$ cat src/rtl/normhw_ctrl_pkg.sv
// normhw_ctrl_pkg: shared constants for the normhw frame controller.
// Register map, FSM states and drop counter saturation value.
package normhw_ctrl_pkg;

  localparam logic [31:0] ADDR_CTRL        = 32'd0;
  localparam logic [31:0] ADDR_STATUS      = 32'd1;
  localparam logic [31:0] ADDR_FRAME_CNT   = 32'd2;
  localparam logic [31:0] ADDR_SHADOW_BASE = 32'd4;

  localparam logic [15:0] DROP_CNT_MAX = 16'hFFFF;

  typedef enum logic [1:0] {
    S_IDLE   = 2'd0,
    S_UPDATE = 2'd1,
    S_STREAM = 2'd2,
    S_DROP   = 2'd3
  } state_t;

endpackage

$ cat src/rtl/normhw_ctrl_regs.sv
// normhw_ctrl_regs: host slave register file.
// Holds CTRL, the SHADOW bank, the pending flag and the read mux.
module normhw_ctrl_regs
  import normhw_ctrl_pkg::*;
#(
  parameter int NREG       = 4,
  parameter int ADDR_WIDTH = 4
) (
  input  logic                  clk_proc,
  input  logic                  reset,
  input  logic [ADDR_WIDTH-1:0] addr_rel_i,
  input  logic                  wr_i,
  input  logic [31:0]           datawr_i,
  input  logic                  rd_i,
  output logic [31:0]           datard_o,
  input  logic                  upd_start,
  input  logic                  streaming,
  input  logic [15:0]           drop_cnt,
  input  logic [31:0]           frame_cnt,
  output logic                  enable,
  output logic                  pending,
  output logic [NREG-1:0][31:0] shadow
);

  logic [31:0]     addr;
  logic [NREG-1:0] sh_hit;
  logic            sh_wr;
  logic [31:0]     rd_mux;

  assign addr  = 32'(addr_rel_i);
  assign sh_wr = wr_i & (|sh_hit);

  // Decode which shadow slot the host address selects
  always_comb begin
    for (int i = 0; i < NREG; i++) begin
      sh_hit[i] = (addr == ADDR_SHADOW_BASE + 32'(i));
    end
  end

  // Read mux; unmapped addresses return zero
  always_comb begin
    rd_mux = '0;
    if (addr == ADDR_CTRL)
      rd_mux = {31'd0, enable};
    else if (addr == ADDR_STATUS)
      rd_mux = {drop_cnt, 14'd0, streaming, pending};
    else if (addr == ADDR_FRAME_CNT)
      rd_mux = frame_cnt;
    for (int i = 0; i < NREG; i++) begin
      if (sh_hit[i]) rd_mux = shadow[i];
    end
  end

  // Host writes, pending tracking and registered read data
  always_ff @(posedge clk_proc) begin
    if (reset) begin
      enable   <= 1'b0;
      pending  <= 1'b0;
      shadow   <= '0;
      datard_o <= '0;
    end else begin
      if (wr_i && addr == ADDR_CTRL) enable <= datawr_i[0];
      for (int i = 0; i < NREG; i++) begin
        if (wr_i && sh_hit[i]) shadow[i] <= datawr_i;
      end
      // a write racing the update start must not be lost
      if (sh_wr)          pending <= 1'b1;
      else if (upd_start) pending <= 1'b0;
      datard_o <= rd_i ? rd_mux : '0;
    end
  end

endmodule

$ cat src/rtl/normhw_ctrl.sv
// normhw_ctrl: whole-frame gate and blanking-time config push for normhw.
// Macro NORMHW_CTRL_STATS_EN enables the frame and drop counters.
module normhw_ctrl
  import normhw_ctrl_pkg::*;
#(
  parameter int DATA_WIDTH = 16,
  parameter int NREG       = 4,
  parameter int ADDR_WIDTH = 4
) (
  input  logic                  clk_proc,
  input  logic                  reset,
  input  logic                  in_fv,
  input  logic                  in_dv,
  input  logic [DATA_WIDTH-1:0] in_data,
  output logic                  out_fv,
  output logic                  out_dv,
  output logic [DATA_WIDTH-1:0] out_data,
  input  logic [ADDR_WIDTH-1:0] addr_rel_i,
  input  logic                  wr_i,
  input  logic [31:0]           datawr_i,
  input  logic                  rd_i,
  output logic [31:0]           datard_o,
  output logic [ADDR_WIDTH-1:0] m_addr_o,
  output logic                  m_wr_o,
  output logic [31:0]           m_data_o
);

  localparam int CW = (NREG > 1) ? $clog2(NREG) : 1;

  state_t               state, state_n;
  logic                 fv_d;
  logic                 late;
  logic [CW-1:0]        upd_cnt;
  logic                 enable, pending;
  logic [NREG-1:0][31:0] shadow;
  logic                 rise, fall, upd_last, upd_start;
  logic [15:0]          drop_cnt;
  logic [31:0]          frame_cnt;

  assign rise      = in_fv & ~fv_d;
  assign fall      = ~in_fv & fv_d;
  assign upd_last  = (upd_cnt == CW'(NREG - 1));
  assign upd_start = (state == S_IDLE) && (state_n == S_UPDATE);

  normhw_ctrl_regs #(
    .NREG       (NREG),
    .ADDR_WIDTH (ADDR_WIDTH)
  ) u_regs (
    .clk_proc   (clk_proc),
    .reset      (reset),
    .addr_rel_i (addr_rel_i),
    .wr_i       (wr_i),
    .datawr_i   (datawr_i),
    .rd_i       (rd_i),
    .datard_o   (datard_o),
    .upd_start  (upd_start),
    .streaming  (state == S_STREAM),
    .drop_cnt   (drop_cnt),
    .frame_cnt  (frame_cnt),
    .enable     (enable),
    .pending    (pending),
    .shadow     (shadow)
  );

  // Next-state: frame start beats a pending update in IDLE
  always_comb begin
    state_n = state;
    unique case (state)
      S_IDLE: begin
        if (rise)                 state_n = enable ? S_STREAM : S_DROP;
        else if (pending && !in_fv) state_n = S_UPDATE;
      end
      S_UPDATE: begin
        if (upd_last) state_n = (late || in_fv) ? S_DROP : S_IDLE;
      end
      S_STREAM: begin
        if (fall) state_n = S_IDLE;
      end
      S_DROP: begin
        if (!in_fv) state_n = S_IDLE;
      end
      default: state_n = S_IDLE;
    endcase
  end

  // State, edge history, update slot counter and late-frame flag
  always_ff @(posedge clk_proc) begin
    if (reset) begin
      state   <= S_DROP;
      fv_d    <= 1'b1;
      late    <= 1'b0;
      upd_cnt <= '0;
    end else begin
      state <= state_n;
      fv_d  <= in_fv;
      if (upd_start) begin
        late    <= 1'b0;
        upd_cnt <= '0;
      end else if (state == S_UPDATE) begin
        if (rise) late <= 1'b1;
        upd_cnt <= upd_last ? '0 : upd_cnt + 1'b1;
      end
    end
  end

  // Register push into normhw, only while updating
  assign m_wr_o   = (state == S_UPDATE);
  assign m_addr_o = m_wr_o ? ADDR_WIDTH'(upd_cnt) : '0;
  assign m_data_o = m_wr_o ? shadow[upd_cnt] : '0;

  // Stream gate: looking at next state keeps latency at one cycle
  always_ff @(posedge clk_proc) begin
    if (reset) begin
      out_fv   <= 1'b0;
      out_dv   <= 1'b0;
      out_data <= '0;
    end else begin
      out_fv <= (state_n == S_STREAM) & in_fv;
      out_dv <= (state_n == S_STREAM) & in_fv & in_dv;
      if (in_dv) out_data <= in_data;
    end
  end

`ifdef NORMHW_CTRL_STATS_EN
  logic drop_enter;

  assign drop_enter = (state != S_DROP) && (state_n == S_DROP);

  // Passed-frame counter wraps, drop counter saturates
  always_ff @(posedge clk_proc) begin
    if (reset) begin
      frame_cnt <= '0;
      drop_cnt  <= '0;
    end else begin
      if (state == S_STREAM && fall) frame_cnt <= frame_cnt + 32'd1;
      if (drop_enter && drop_cnt != DROP_CNT_MAX)
        drop_cnt <= drop_cnt + 16'd1;
    end
  end
`else
  assign frame_cnt = '0;
  assign drop_cnt  = '0;
`endif

endmodule

$ cat config.mk
export PLATFORM = sky130hd
export DESIGN_NAME = normhw_ctrl
export DESIGN_NICKNAME = d
export VERILOG_FILES = /design/src/rtl/normhw_ctrl_pkg.sv /design/src/rtl/normhw_ctrl_regs.sv /design/src/rtl/normhw_ctrl.sv
export SDC_FILE = /design/constraint.sdc
export NUM_CORES = 1
export LEC_CHECK = 0
export CORE_MARGIN = 1.5
export CORE_UTILIZATION = 30
export CTS_BUF_LIST = sky130_fd_sc_hd__clkbuf_4 sky130_fd_sc_hd__clkbuf_8 sky130_fd_sc_hd__clkbuf_16
export CTS_CLUSTER_DIAMETER = 150
export DETAILED_ROUTE_END_ITERATION = 6
export MAX_ROUTING_LAYER = met4
export PLACE_DENSITY_LB_ADDON = 0.3
export SYNTH_ARGS = -nofsm -noshare
export SYNTH_HDL_FRONTEND = slang
export SYNTH_HIERARCHICAL = 1
export SYNTH_SLANG_ARGS = --single-unit
$ cat constraint.sdc
create_clock -name clk_proc -period 2.1 [get_ports clk_proc]
set_input_delay 0.21 -clock clk_proc [delete_from_list [all_inputs] [get_ports clk_proc]]
set_output_delay 0.21 -clock clk_proc [all_outputs]
set_load 0.05 [all_outputs]
==> impl_metrics.toml, run 1 <==
[synth]
yosysSeqAreaShare = 0.408
yosysWarnings = 6
synth_seq_cells = 186
ys_types = 52
synthCells = 1092
syn-mean-instance-area_sq_um = 8.36
netlist_area_sq_um = 9130

[global_routing]
grt_use_total = 0.200
grt_antenna_before_repair = 1
grt_use_met3 = 0.0433
grt_max_degree = 50
grt_use_met2 = 0.311
grt-ovfl-total = 0
grt_busiest_layer = "met2"
grt_pass1_wl_mm = 47.2
grt_pass1_vias = 8263
use_met1 = 0.259

[critical_path]
criticalPathCategory = "reg -> out"
r2r-start = "upd_cnt[1]"
worstPathArrival_ns = 1.91
reg2reg_to = "state[0]"
cp_max_fo = 10
cp-startpoint = "upd_cnt[0]"
reg2reg_depth = 6
required_ns = 1.89
cp-start-kind = "register"
rrSetupSlack_ns = 0.40
critPathCaptureType = "primary output"

[die]
row_count = 63
core_sq_um = 29800
die_h_microns = 177
io_pins = 145
dieArea_sq_um = 31500
die_w_microns = 177
start_util = 0.307

[drt]
viasPerCell = 5.00
drc = 0
ant_nets = 0
drtPass1Iterations = 7
routed_wl_mm = 30.0
vias = 8316
drt_iter0_markers = 657
wire_per_inst_microns = 18.0

[status]
status = "finished, violations left"
violations = "setup timing"

[place]
dp_slack_ns = 0.0118
portBuffers = 142
hpwl_mm = 19.6
place.gp.congestion = 0.794

[timing]
drv_slew = 0
fin_setup_tns_ns = -0.0433
setup_violations = 3
setup_ws_ns = -0.0211
period_needed_ns = 2.12
slew_headroom = 0.381
fmaxAchievable_mhz = 471
period_share = 1.01
worst_pin_slew_ns = 0.924
rsz0062_at_grt = "yes"
finalHoldViolCount = 0
holdWs_ns = 0.182
skew_ns = 0.0121

[clock_network]
cts-root-buf = "clkbuf_16"
tritoncts.num_buffers = 17
cts_max_level = 4
hold_buffers = 0
clock_latency_ns = 0.43
cts_tree = "built"
cts_buffer_depth = 2
cts.reportedPaths.clkPinSlew_ns = 0.08
cts.sinks = 186

[hold_path]
min_to = "out_data[6]"
min_path_type = "in -> reg"
min_from = "reset"
holdPathStages = 2

[power_and_ir_drop]
power.leakage_nw = 4.46
p_total_mw = 8.15
ir_drop_mv = 0.404
power_density_nw_per_um2 = 667

[final_layout]
final_util = 0.410
areaGrowthSynthToFinish_pct = 33.8
num-nets-final = 1319
drive_gt1_frac = 0.178
final_cell_mix = "nand2_1 (303), dfxtp_1 (183), a21oi_1 (170)"
final_common_cell = "nand2_1"

[run]
maxCapViolCount = 0
## area by class of cell
| class | count | area, sq um |
|---|---|---|
| Antenna cell | 1 | 2.50 |
| Clock buffer | 21 | 468 |
| Clock inverter | 11 | 135 |
| Fill cell | 3007 | 17600 |
| Inverter | 3 | 16.3 |
| Multi-Input combinational cell | 853 | 5110 |
| Sequential cell | 186 | 3730 |
| Tap cell | 390 | 488 |
| Timing Repair Buffer | 199 | 2270 |
## critical path, stage by stage (launching register included)
cell	delay, ns
dfxtp_4	0.41
buf_12	0.18
mux4_2	0.56
and2_4	0.19
buf_6	0.14
## what timing repair did
action | CTS | global route
pin swaps | 9 | 6
cloned | 2 | 0
resized for setup | 46 | 5
buffers inserted | 5 | 0
endpoints found under the setup margin | 31 | 34
## cells by family (layout without fill, tap and decap cells)
kind of cell,Yosys count,count (layout),share of synthesized area
simple gates,437,437,0.204
buf+inv,102,234,0.0606
mux,95,95,0.152
flops,186,186,0.408
other cells,1,51,0.000411
fa+ha+maj,1,1,0.00137
compound gates,270,270,0.174
## layer usage
layer  part of all wire  up-vias
met5                  0        -
met4              0.022        0
met3              0.071       53
met2               0.46      305
met1               0.45     3897
li1                   -     4061
## through the flow
step / instances / instance area [sq um]
after floorplan: 1141 / 9320
after global placement: 1626 / 11500
after detailed placement: 1626 / 11500
after CTS: 1665 / 12300
after global routing: 1664 / 12200
final: 1664 / 12200
## cells in the mapped netlist, drive strengths merged
| library cell | count | area, sq um |
|---|---|---|
| a31o | 1 | 8.76 |
| a21o | 1 | 7.51 |
| and3b | 1 | 8.76 |
| nor4b | 1 | 8.76 |
| and3 | 4 | 25.0 |
| a311o | 1 | 10.0 |
| clkbuf | 35 | 133 |
| o32ai | 1 | 8.76 |
| and2 | 34 | 213 |
| nand2b | 5 | 38.8 |
| nor3b | 4 | 41.3 |
| nor4 | 1 | 6.26 |
| nor2b | 5 | 31.3 |
| mux2 | 12 | 135 |
| nor2 | 59 | 221 |
| a21oi | 170 | 851 |
| dfxtp | 186 | 3720 |
| a31oi | 2 | 12.5 |
| a221oi | 12 | 105 |
| inv | 3 | 11.3 |
| mux4 | 32 | 739 |
| or2 | 6 | 37.5 |
| o22ai | 18 | 113 |
| buf | 64 | 409 |
| a22oi | 18 | 135 |
| ha | 1 | 12.5 |
| mux2i | 51 | 510 |
| nor3 | 4 | 25.0 |
| and2b | 2 | 15.0 |
| nand3b | 1 | 7.51 |
| o21bai | 1 | 7.51 |
| o21ai | 28 | 140 |
| nand2 | 305 | 1150 |
| nand3 | 5 | 35.0 |
| conb | 1 | 3.75 |
| o221a | 17 | 191 |
## state kept, by name, summed over array words and instances (netlist names)
register	cells
fv_d	1
late	1
out_fv	1
u_regs/shadow	128
upd_cnt	2
u_regs/pending	1
u_regs/datard_o	32
out_data	16
state	2
u_regs/enable	1
out_dv	1
## worst max path at each step
stage / endpoint
after floorplan: m_data_o[22]
after global placement: u_regs/datard_o[19]
after detailed placement: u_regs/datard_o[21]
after CTS: m_data_o[8]
after global routing: m_data_o[3]
final: m_data_o[3]
## where the power goes
part | total, mW | leakage (nW) | switching (mW) | internal, mW
registers | 3.66 | 1.51 | 0.0579 | 3.60
clock network | 3.34 | 0.293 | 1.47 | 1.87
logic | 1.16 | 2.66 | 0.693 | 0.463
total | 8.15 | 4.46 | 2.22 | 5.93
Note: power is estimated with default switching activity, not from simulation.
==> run 2, diff against run 1 <==
Settings changed: PLACE_DENSITY_LB_ADDON 0.3 to 0.12.
==> run 2 against run 1 <==
Against the previous run: the flow still finishes with violations (setup timing); fmax increased by 0.55%; setup slack improved by 0.012 ns; register-to-register slack improved by 0.08 ns; global-route usage decreased by 0.094 points; final area increased by 1.0%; sequential power about the same; sequential share of layout area decreased by 0.31 points; utilization increased by 0.42 points; total power increased by 0.78%; highest routed layer unchanged.
==> impl_metrics.toml, run 2 (synthesized netlist as in run 1, its figures left out) <==
[drt]
ant_nets = 0
wl_met1_mm = 14.4
viasPerCell = 4.95
top_layer_used = "met4"
dr_wl_met3_mm = 1.30
vias = 8272
drc = 0
routed_wl_mm = 29.9
drt_iter0_markers = 638
drtPass1Iterations = 5
wl_met2_mm = 13.9
wire_per_inst_microns = 17.9

[final_layout]
top_register = "u_regs/shadow"
areaGrowthSynthToFinish_pct = 35.2
final_util = 0.414
antennaDiodeCount = 0
final_cell_mix = "nand2_1 (303), dfxtp_1 (183), a21oi_1 (170)"
regArea_sq_um = 3730
drive_gt1_frac = 0.176
fin_area_sq_um = 12300
finalNonFillerCells = 1671
largest_registers = "u_regs/shadow x128, u_regs/datard_o x32, out_data x16"
largest_register_ffs = 128
final_common_cell = "nand2_1"
fill_cells = 2964
num-nets-final = 1327
multi_input_area_sq_um = 5090

[timing]
worst_pin_slew_ns = 0.852
setup_ws_ns = -0.00945
holdWs_ns = 0.110
rsz0062_at_grt = "yes"
slew_headroom = 0.429
drv_slew = 0
period_share = 1.00
skew_ns = 0.0134
period_needed_ns = 2.11
fmaxAchievable_mhz = 474
setup_violations = 6
finalHoldViolCount = 0

[hold_path]
holdPathStages = 2
min_to = "out_data[12]"
min_path_type = "in -> reg"
min_from = "reset"

[global_routing]
grt_pass1_wl_mm = 46.4
grt_pass1_vias = 7931
grt_antenna_before_repair = 0
grt_max_degree = 77
grt_use_total = 0.199
grt-ovfl-total = 0

[critical_path]
criticalPathCategory = "reg -> out"
cp-start-kind = "register"
worstPathArrival_ns = 1.90
r2r-start = "upd_cnt[1]"
required_ns = 1.89
rrSetupSlack_ns = 0.48
reg2reg_to = "state[0]"
cp_max_fo = 8
reg2reg_depth = 6
critPathCaptureType = "primary output"

[place]
place.gp.congestion = 0.808
portBuffers = 142
placed_area_sq_um = 11600
dp_cells = 1635
hpwl_mm = 20.0

[clock_network]
tritoncts.num_buffers = 17
cts.sinks = 186
cts-root-buf = "clkbuf_16"
cts.reportedPaths.clkPinSlew_ns = 0.08
hold_buffers = 0
clock_latency_ns = 0.43
cts_buffer_depth = 2
cts_tree = "built"
cts_max_level = 4

[power_and_ir_drop]
power_density_nw_per_um2 = 666
ir_drop_mv = 0.454
power.leakage_nw = 4.52

[run]
maxCapViolCount = 0

[die]
io_pins = 145
die_h_microns = 177
die_w_microns = 177
dieArea_sq_um = 31500
start_util = 0.307
row_count = 63
core_sq_um = 29800

[status]
violations = "setup timing"
status = "finished, violations left"
==> run 2: worst max-delay path, stage by stage, from the launching register on <==
cell and delay (ns):
dfxtp_4 0.39, buf_12 0.16, buf_12 0.12, mux4_2 0.50, and2_4 0.16, buf_12 0.14
==> run 2: report_power, final <==
group	leakage [nW]	switching, mW	internal (mW)
clock	0.291	1.58	1.81
combinational	2.73	0.689	0.483
sequential	1.51	0.0553	3.60
total	4.52	2.33	5.89
==> run 2: layout make-up <==
class / count / share of cell area
Multi-Input combinational cell: 853 / 0.412
Tap cell: 390 / 0.0395
Timing Repair Buffer: 207 / 0.195
Clock inverter: 15 / 0.0149
Sequential cell: 186 / 0.302
Clock buffer: 17 / 0.0345
Inverter: 3 / 0.00132
==> run 2: worst max path at each step <==
stage | from | end | slack (ns) | cells after the start
final | upd_cnt[0] | m_data_o[20] | -0.009 | 5
after global routing | upd_cnt[0] | m_data_o[19] | -0.08 | 5
after CTS | upd_cnt[0] | m_data_o[14] | -0.06 | 5
after detailed placement | addr_rel_i[3] | u_regs/datard_o[19] | 0.15 | 6
after global placement | addr_rel_i[3] | u_regs/datard_o[17] | 0.17 | 6
after floorplan | state[0] | m_data_o[22] | 0.13 | 4
==> run 2: repair_timing <==
action                     in CTS  in global routing
setup endpoints to repair      34                 34
resized for setup              30                 11
pin swaps                       4                  7
setup buffers                   4                  0
==> run 2: through the flow <==
| step | total power [mW] | worst slack [ns] | TNS, ns |
|---|---|---|---|
| floorplan | 4.41 | 0.133 | 0 |
| global placement | 4.87 | 0.174 | 0 |
| detailed placement | 4.87 | 0.151 | 0 |
| CTS | 8.31 | -0.0588 | -0.474 |
| global route | 8.56 | -0.0763 | -1.28 |
| finish | 8.22 | -0.00945 | -0.0427 |
==> run 2: routing by layer <==
metal | vias to the layer above | GRT usage
met4 | 0 | 0.0445
met5 | - | -
met3 | 21 | 0.0242
met1 | 3959 | 0.275
li1 | 4072 | -
met2 | 220 | 0.312
==> edit 1 (settings of run 2) <==
`datard_o` no longer has a reset.
--- a/src/rtl/normhw_ctrl_regs.sv
+++ b/src/rtl/normhw_ctrl_regs.sv
@@ -58,5 +58,4 @@
       pending  <= 1'b0;
       shadow   <= '0;
-      datard_o <= '0;
     end else begin
       if (wr_i && addr == ADDR_CTRL) enable <= datawr_i[0];
@@ -67,6 +66,9 @@
       if (sh_wr)          pending <= 1'b1;
       else if (upd_start) pending <= 1'b0;
-      datard_o <= rd_i ? rd_mux : '0;
     end
+  end
+
+  always_ff @(posedge clk_proc) begin
+    datard_o <= rd_i ? rd_mux : '0;
   end
 
Function: differs if reset is asserted again (counterexample within 4 cycles, from zero or initial values and one cycle with reset high); with reset held inactive, the same outputs for 4 cycles.
==> edit 1 against run 2 <==
The flow still finishes with violations (negative setup slack); sequential power hardly changed; die area down 2.0%; area after synthesis shrank 2.0%; setup slack lost 0.042 ns; register-to-register slack worse by 0.27 ns; final area fell by 3.3%; combinational power up 7%; sequential cell count stayed put; power rose by 0.47%; routed wire length rose by 0.78%; clock skew down 0.0031 ns; final cell count shrank 1.3%; non-clock buffer count rose by 1; first-iteration DRC count is 16% lower.
==> edit 1: results (changes against run 2) <==
<table>
<tr><th>Metric</th><th>Value</th></tr>
<tr><th colspan="2">Run status</th></tr>
<tr><td>Failing checks</td><td>negative setup slack (unchanged)</td></tr>
<tr><td>Outcome</td><td>finished with violations (unchanged)</td></tr>
<tr><th colspan="2">Synth</th></tr>
<tr><td>Part of the Yosys area used for sequential elements</td><td>0.416 (was 0.408)</td></tr>
<tr><td>Leading cell types by total area after synthesis</td><td>sky130_fd_sc_hd__dfxtp_1 (42%), sky130_fd_sc_hd__nand2_1 (12%), sky130_fd_sc_hd__a21oi_1 (8.4%), sky130_fd_sc_hd__mux4_2 (6.8%), sky130_fd_sc_hd__o21ai_0 (2.5%) (was sky130_fd_sc_hd__dfxtp_1 (41%), sky130_fd_sc_hd__nand2_1 (12%), sky130_fd_sc_hd__a21oi_1 (9.3%), sky130_fd_sc_hd__mux4_2 (6.7%), sky130_fd_sc_hd__mux2i_1 (5.6%))</td></tr>
<tr><td>Leading post-synthesis cells by instance count</td><td>sky130_fd_sc_hd__nand2_1 (280), sky130_fd_sc_hd__dfxtp_1 (186), sky130_fd_sc_hd__a21oi_1 (150) (was sky130_fd_sc_hd__nand2_1 (303), sky130_fd_sc_hd__dfxtp_1 (186), sky130_fd_sc_hd__a21oi_1 (170))</td></tr>
<tr><th colspan="2">Critical path</th></tr>
<tr><td>Data arrival time of the critical path</td><td>1.94 ns (was 1.90 ns)</td></tr>
<tr><td>R2R setup slack</td><td>0.21 ns (was 0.48 ns)</td></tr>
<tr><td>RR Endpoint</td><td>out_fv (was state[0])</td></tr>
<tr><th colspan="2">STA</th></tr>
<tr><td>Final setup margin</td><td>-0.0518 ns (was -0.00945 ns)</td></tr>
<tr><td>Setup violations, final</td><td>17 (was 6)</td></tr>
<tr><td>Post-route clock period utilization</td><td>1.02 (was 1.00)</td></tr>
<tr><th colspan="2">Pwr</th></tr>
<tr><td>Internal power</td><td>5980 uW (was 5890 uW)</td></tr>
<tr><td>Leakage power figure</td><td>0.00428 uW (was 0.00452 uW)</td></tr>
<tr><td>Worst supply voltage drop on vdd</td><td>0.000437 V (was 0.000454 V)</td></tr>
<tr><th colspan="2">GRT</th></tr>
<tr><td>Maximum number of pins on one net before global-route repair</td><td>54 (was 77)</td></tr>
<tr><td>Number of antenna violations at the first check in global routing</td><td>1 (was 0)</td></tr>
<tr><th colspan="2">Placed design</th></tr>
<tr><td>Post-Place Cell Area</td><td>0.0111 sq mm (was 0.0116 sq mm)</td></tr>
<tr><td>Half-perimeter wire length of the detailed placement result</td><td>19600 um (was 20000 um)</td></tr>
<tr><th colspan="2">Routing</th></tr>
<tr><td>DRT Wirelength</td><td>30200 um (was 29900 um)</td></tr>
<tr><th colspan="2">Cells and area</th></tr>
<tr><td>Share of layout cells above drive strength 1</td><td>0.174 (was 0.176)</td></tr>
</table>
==> edit 1: how the worst max path moves through the flow <==
stage                        endpoint  cells after the start
global placement    u_regs/shadow[35]                      6
finish                   m_data_o[22]                      5
global route             m_data_o[22]                      5
floorplan                m_data_o[22]                      4
detailed placement  u_regs/shadow[61]                      6
CTS                      m_data_o[22]                      5
==> edit 1: power groups by stage <==
stage	clock, uW	combinational [uW]	sequential, uW
floorplan	0	594	3870
global placement	0	1190	3740
detailed placement	0	1200	3740
CTS	3420	1260	3660
global route	3580	1340	3670
finish	3350	1250	3660
==> edit 1: what timing repair did <==
item / in CTS / in global routing
pin swaps: 0 / 1
hold endpoints to repair: 0 / 0
endpoints found under the setup margin: 28 / 34
buffers inserted: 6 / 2
resized for setup: 50 / 10
gates cloned: 1 / 0
==> edit 1: per-stage QoR <==
stage          cells  hold WS [ns]  TNS [ns]
2_1_floorplan   1118         0.287         0
3_3_place_gp    1609         0.454         0
3_5_place_dp    1609         0.461         0
4_1_cts         1648         0.301     -1.34
5_1_grt         1650         0.322     -1.86
6_report        1650         0.296    -0.344
==> edit 1: cell type report <==
type                       count  area (sq um)
sequential                   186          3730
timing repair buffer         208          2160
multi-input combinational    831          4950
inverter                       2          7.51
antenna                        1          2.50
clock inverter                12           138
clock buffer                  20           460
fill                        3004         17500
tap                          390           488
==> edit 1: logic make-up after synthesis <==
family                     synth area share
DFF                                   0.416
and+or+nand+nor                       0.201
other                              0.000419
muxes                                 0.119
AOI/OAI and AO/OA                     0.203
buffers and inverters                0.0583
adders and majority gates           0.00140
==> edit 1: worst max-delay path: stages (launching register included) <==
cell,delay (ns)
sky130_fd_sc_hd__dfxtp_4,0.36
sky130_fd_sc_hd__buf_12,0.15
sky130_fd_sc_hd__buf_12,0.15
sky130_fd_sc_hd__mux4_2,0.52
sky130_fd_sc_hd__and2_4,0.18
sky130_fd_sc_hd__buf_6,0.14
==> edit 1: routing by layer <==
layer / up-vias / track usage / wire length [um]
met5: - / - / 0
met4: 0 / 0.0602 / 517
met3: 26 / 0.0312 / 1310
met2: 222 / 0.327 / 14500
met1: 3842 / 0.264 / 13800
li1: 4016 / - / -
==> edit 2 (flow settings as in run 2) <==
Without the edit above. Build with the macro `NORMHW_CTRL_STATS_EN` defined.
--- a/src/rtl/normhw_ctrl.sv
+++ b/src/rtl/normhw_ctrl.sv
@@ -1,4 +1,6 @@
 // normhw_ctrl: whole-frame gate and blanking-time config push for normhw.
 // Macro NORMHW_CTRL_STATS_EN enables the frame and drop counters.
+`define NORMHW_CTRL_STATS_EN
+
 module normhw_ctrl
   import normhw_ctrl_pkg::*;
Function: changed (Yosys sat finds a counterexample within 4 cycles, from zero or initial values and one cycle with reset high).
==> edit 2 against run 2 <==
The run still ends with negative setup slack left; register-to-register slack worse by 0.62 ns; fmax fell by 11%; final cell count grew 23%; routed wire length is 36% higher; area after synthesis rose by 24%; final area increased by 27%; power rose by 34%; first-iteration DRC count grew 42%; via count up 26%; setup slack lost 0.25 ns; sequential cell count rose by 48; largest power group is now clock.
==> edit 2: results (changes against run 2) <==
<table>
<tr><th>Metric</th><th>Value</th></tr>
<tr><th colspan="2">Cells and area</th></tr>
<tr><td>Share of layout cells above drive strength 1</td><td>0.221 (was 0.176)</td></tr>
<tr><td>Regs by FF count</td><td>u_regs/shadow: 128 flops, frame_cnt: 32 flops, u_regs/datard_o: 32 flops (was u_regs/shadow: 128 flops, u_regs/datard_o: 32 flops, out_data: 16 flops)</td></tr>
<tr><th colspan="2">GRT</th></tr>
<tr><td>Global-route wire length before repair</td><td>61000 um (was 46400 um)</td></tr>
<tr><td>Maximum number of pins on one net before global-route repair</td><td>111 (was 77)</td></tr>
<tr><th colspan="2">Placed design</th></tr>
<tr><td>Final RePlAce weighted congestion</td><td>0.804 (was 0.808)</td></tr>
<tr><th colspan="2">Critical path</th></tr>
<tr><td>Highest net fanout along the worst path</td><td>5 (was 8)</td></tr>
<tr><td>RR Endpoint</td><td>drop_cnt[8] (was state[0])</td></tr>
<tr><td>Startpoint of the worst-slack reg-to-reg timing path</td><td>upd_cnt[0] (was upd_cnt[1])</td></tr>
<tr><th colspan="2">Routing</th></tr>
<tr><td>Violation count after the first detailed-route iteration</td><td>906 (was 638)</td></tr>
<tr><th colspan="2">Run status</th></tr>
<tr><td>Failing checks</td><td>negative setup slack (unchanged)</td></tr>
<tr><td>Outcome</td><td>finished with violations (unchanged)</td></tr>
<tr><th colspan="2">Clocking</th></tr>
<tr><td>H-Tree Depth</td><td>1 (was 4)</td></tr>
<tr><td>Clock-pin slew on the worst setup and hold paths</td><td>0.06 ns (was 0.08 ns)</td></tr>
<tr><td>Clock Latency Late Sink</td><td>0.55 ns (was 0.43 ns)</td></tr>
<tr><th colspan="2">Pwr</th></tr>
<tr><td>Worst supply voltage drop on vdd</td><td>0.000697 V (was 0.000454 V)</td></tr>
<tr><th colspan="2">Min path</th></tr>
<tr><td>Hold path cells</td><td>3 (was 2)</td></tr>
<tr><th colspan="2">STA</th></tr>
<tr><td>Final setup margin</td><td>-0.257 ns (was -0.00945 ns)</td></tr>
<tr><td>Setup violations, final</td><td>44 (was 6)</td></tr>
<tr><th colspan="2">Synth</th></tr>
<tr><td>Leading cell types by total area after synthesis</td><td>sky130_fd_sc_hd__dfxtp_1 (41%), sky130_fd_sc_hd__nand2_1 (11%), sky130_fd_sc_hd__a21oi_1 (8.2%), sky130_fd_sc_hd__mux4_2 (6.4%), sky130_fd_sc_hd__mux2i_1 (4.6%) (was sky130_fd_sc_hd__dfxtp_1 (41%), sky130_fd_sc_hd__nand2_1 (12%), sky130_fd_sc_hd__a21oi_1 (9.3%), sky130_fd_sc_hd__mux4_2 (6.7%), sky130_fd_sc_hd__mux2i_1 (5.6%))</td></tr>
<tr><td>Unique cell type count in the Yosys netlist</td><td>66 (was 52)</td></tr>
</table>
edit 2: cell types whose count changed in the layout (fill, tap and decap cells not counted), moves of 11 or more:
cell                        before  now
sky130_fd_sc_hd__nand3_1         3   14
sky130_fd_sc_hd__xor2_1          0   23
sky130_fd_sc_hd__clkbuf_16      17   30
sky130_fd_sc_hd__nor2_1         57   97
sky130_fd_sc_hd__conb_1         50    2
sky130_fd_sc_hd__nand2_1       303  325
sky130_fd_sc_hd__nand4_1         0   11
sky130_fd_sc_hd__dfxtp_1       183  229
sky130_fd_sc_hd__buf_4          48   82
edit 2: layout make-up:
| cell class | count | area share |
|---|---|---|
| Tap cell | 504 | 0.0404 |
| Timing Repair Buffer | 257 | 0.193 |
| Inverter | 6 | 0.00160 |
| Clock buffer | 40 | 0.0533 |
| Antenna cell | 1 | 0.000160 |
| Sequential cell | 234 | 0.301 |
| Multi-Input combinational cell | 1002 | 0.402 |
| Clock inverter | 11 | 0.00849 |
edit 2: timing repair:
item / 4_1_cts / 5_1_grt
pin swaps: 40 / 16
buffers inserted: 13 / 6
resized for setup: 53 / 36
setup endpoints to repair: 38 / 49
gates cloned: 4 / 1
edit 2: where the power goes:
group	total, uW	internal, uW	switching, uW
Clock	5090	3110	1980
Combinational	1310	552	756
Sequential	4580	4510	64.4
edit 2: how the worst max path moves through the flow:
stage / endpoint / startpoint / slack [ns] / depth (start not counted)
4_1_cts: m_data_o[31] / upd_cnt[0] / -0.25 / 5
2_1_floorplan: m_data_o[10] / upd_cnt[0] / 0.03 / 4
3_3_place_gp: u_regs/datard_o[1] / addr_rel_i[2] / -0.35 / 5
6_report: m_data_o[31] / upd_cnt[0] / -0.26 / 5
5_1_grt: m_data_o[21] / upd_cnt[0] / -0.27 / 5
3_5_place_dp: u_regs/datard_o[18] / addr_rel_i[2] / -0.28 / 5
edit 2: cell families (layout without fill, tap and decap cells):
family	count (synthesis)	in the layout	share of synthesized area
buffers and inverters	115	314	0.0505
XOR/XNOR	29	29	0.0224
AO/OA/AOI/OAI	302	302	0.156
other	1	3	0.000331
flip-flops	234	234	0.414
AND/OR/NAND/NOR	566	566	0.229
adder cells (fa/ha/maj)	4	4	0.00420
multiplexers	99	99	0.125
edit 2: stage by stage:
stage	power (uW)	hold WS [ns]	instances
floorplan	5310	0.330	1351
global placement	5810	0.452	1979
detailed placement	5810	0.460	1979
CTS	11000	0.189	2047
global route	11300	0.208	2054
finish	11000	0.167	2055
edit 2: per-layer routing:
layer / wire (um) / up-vias / GRT usage
li1: - / 5042 / -
met3: 2620 / 41 / 0.0312
met1: 20000 / 5012 / 0.306
met4: 469 / 0 / 0.0359
met5: 0 / - / -
met2: 17600 / 341 / 0.310
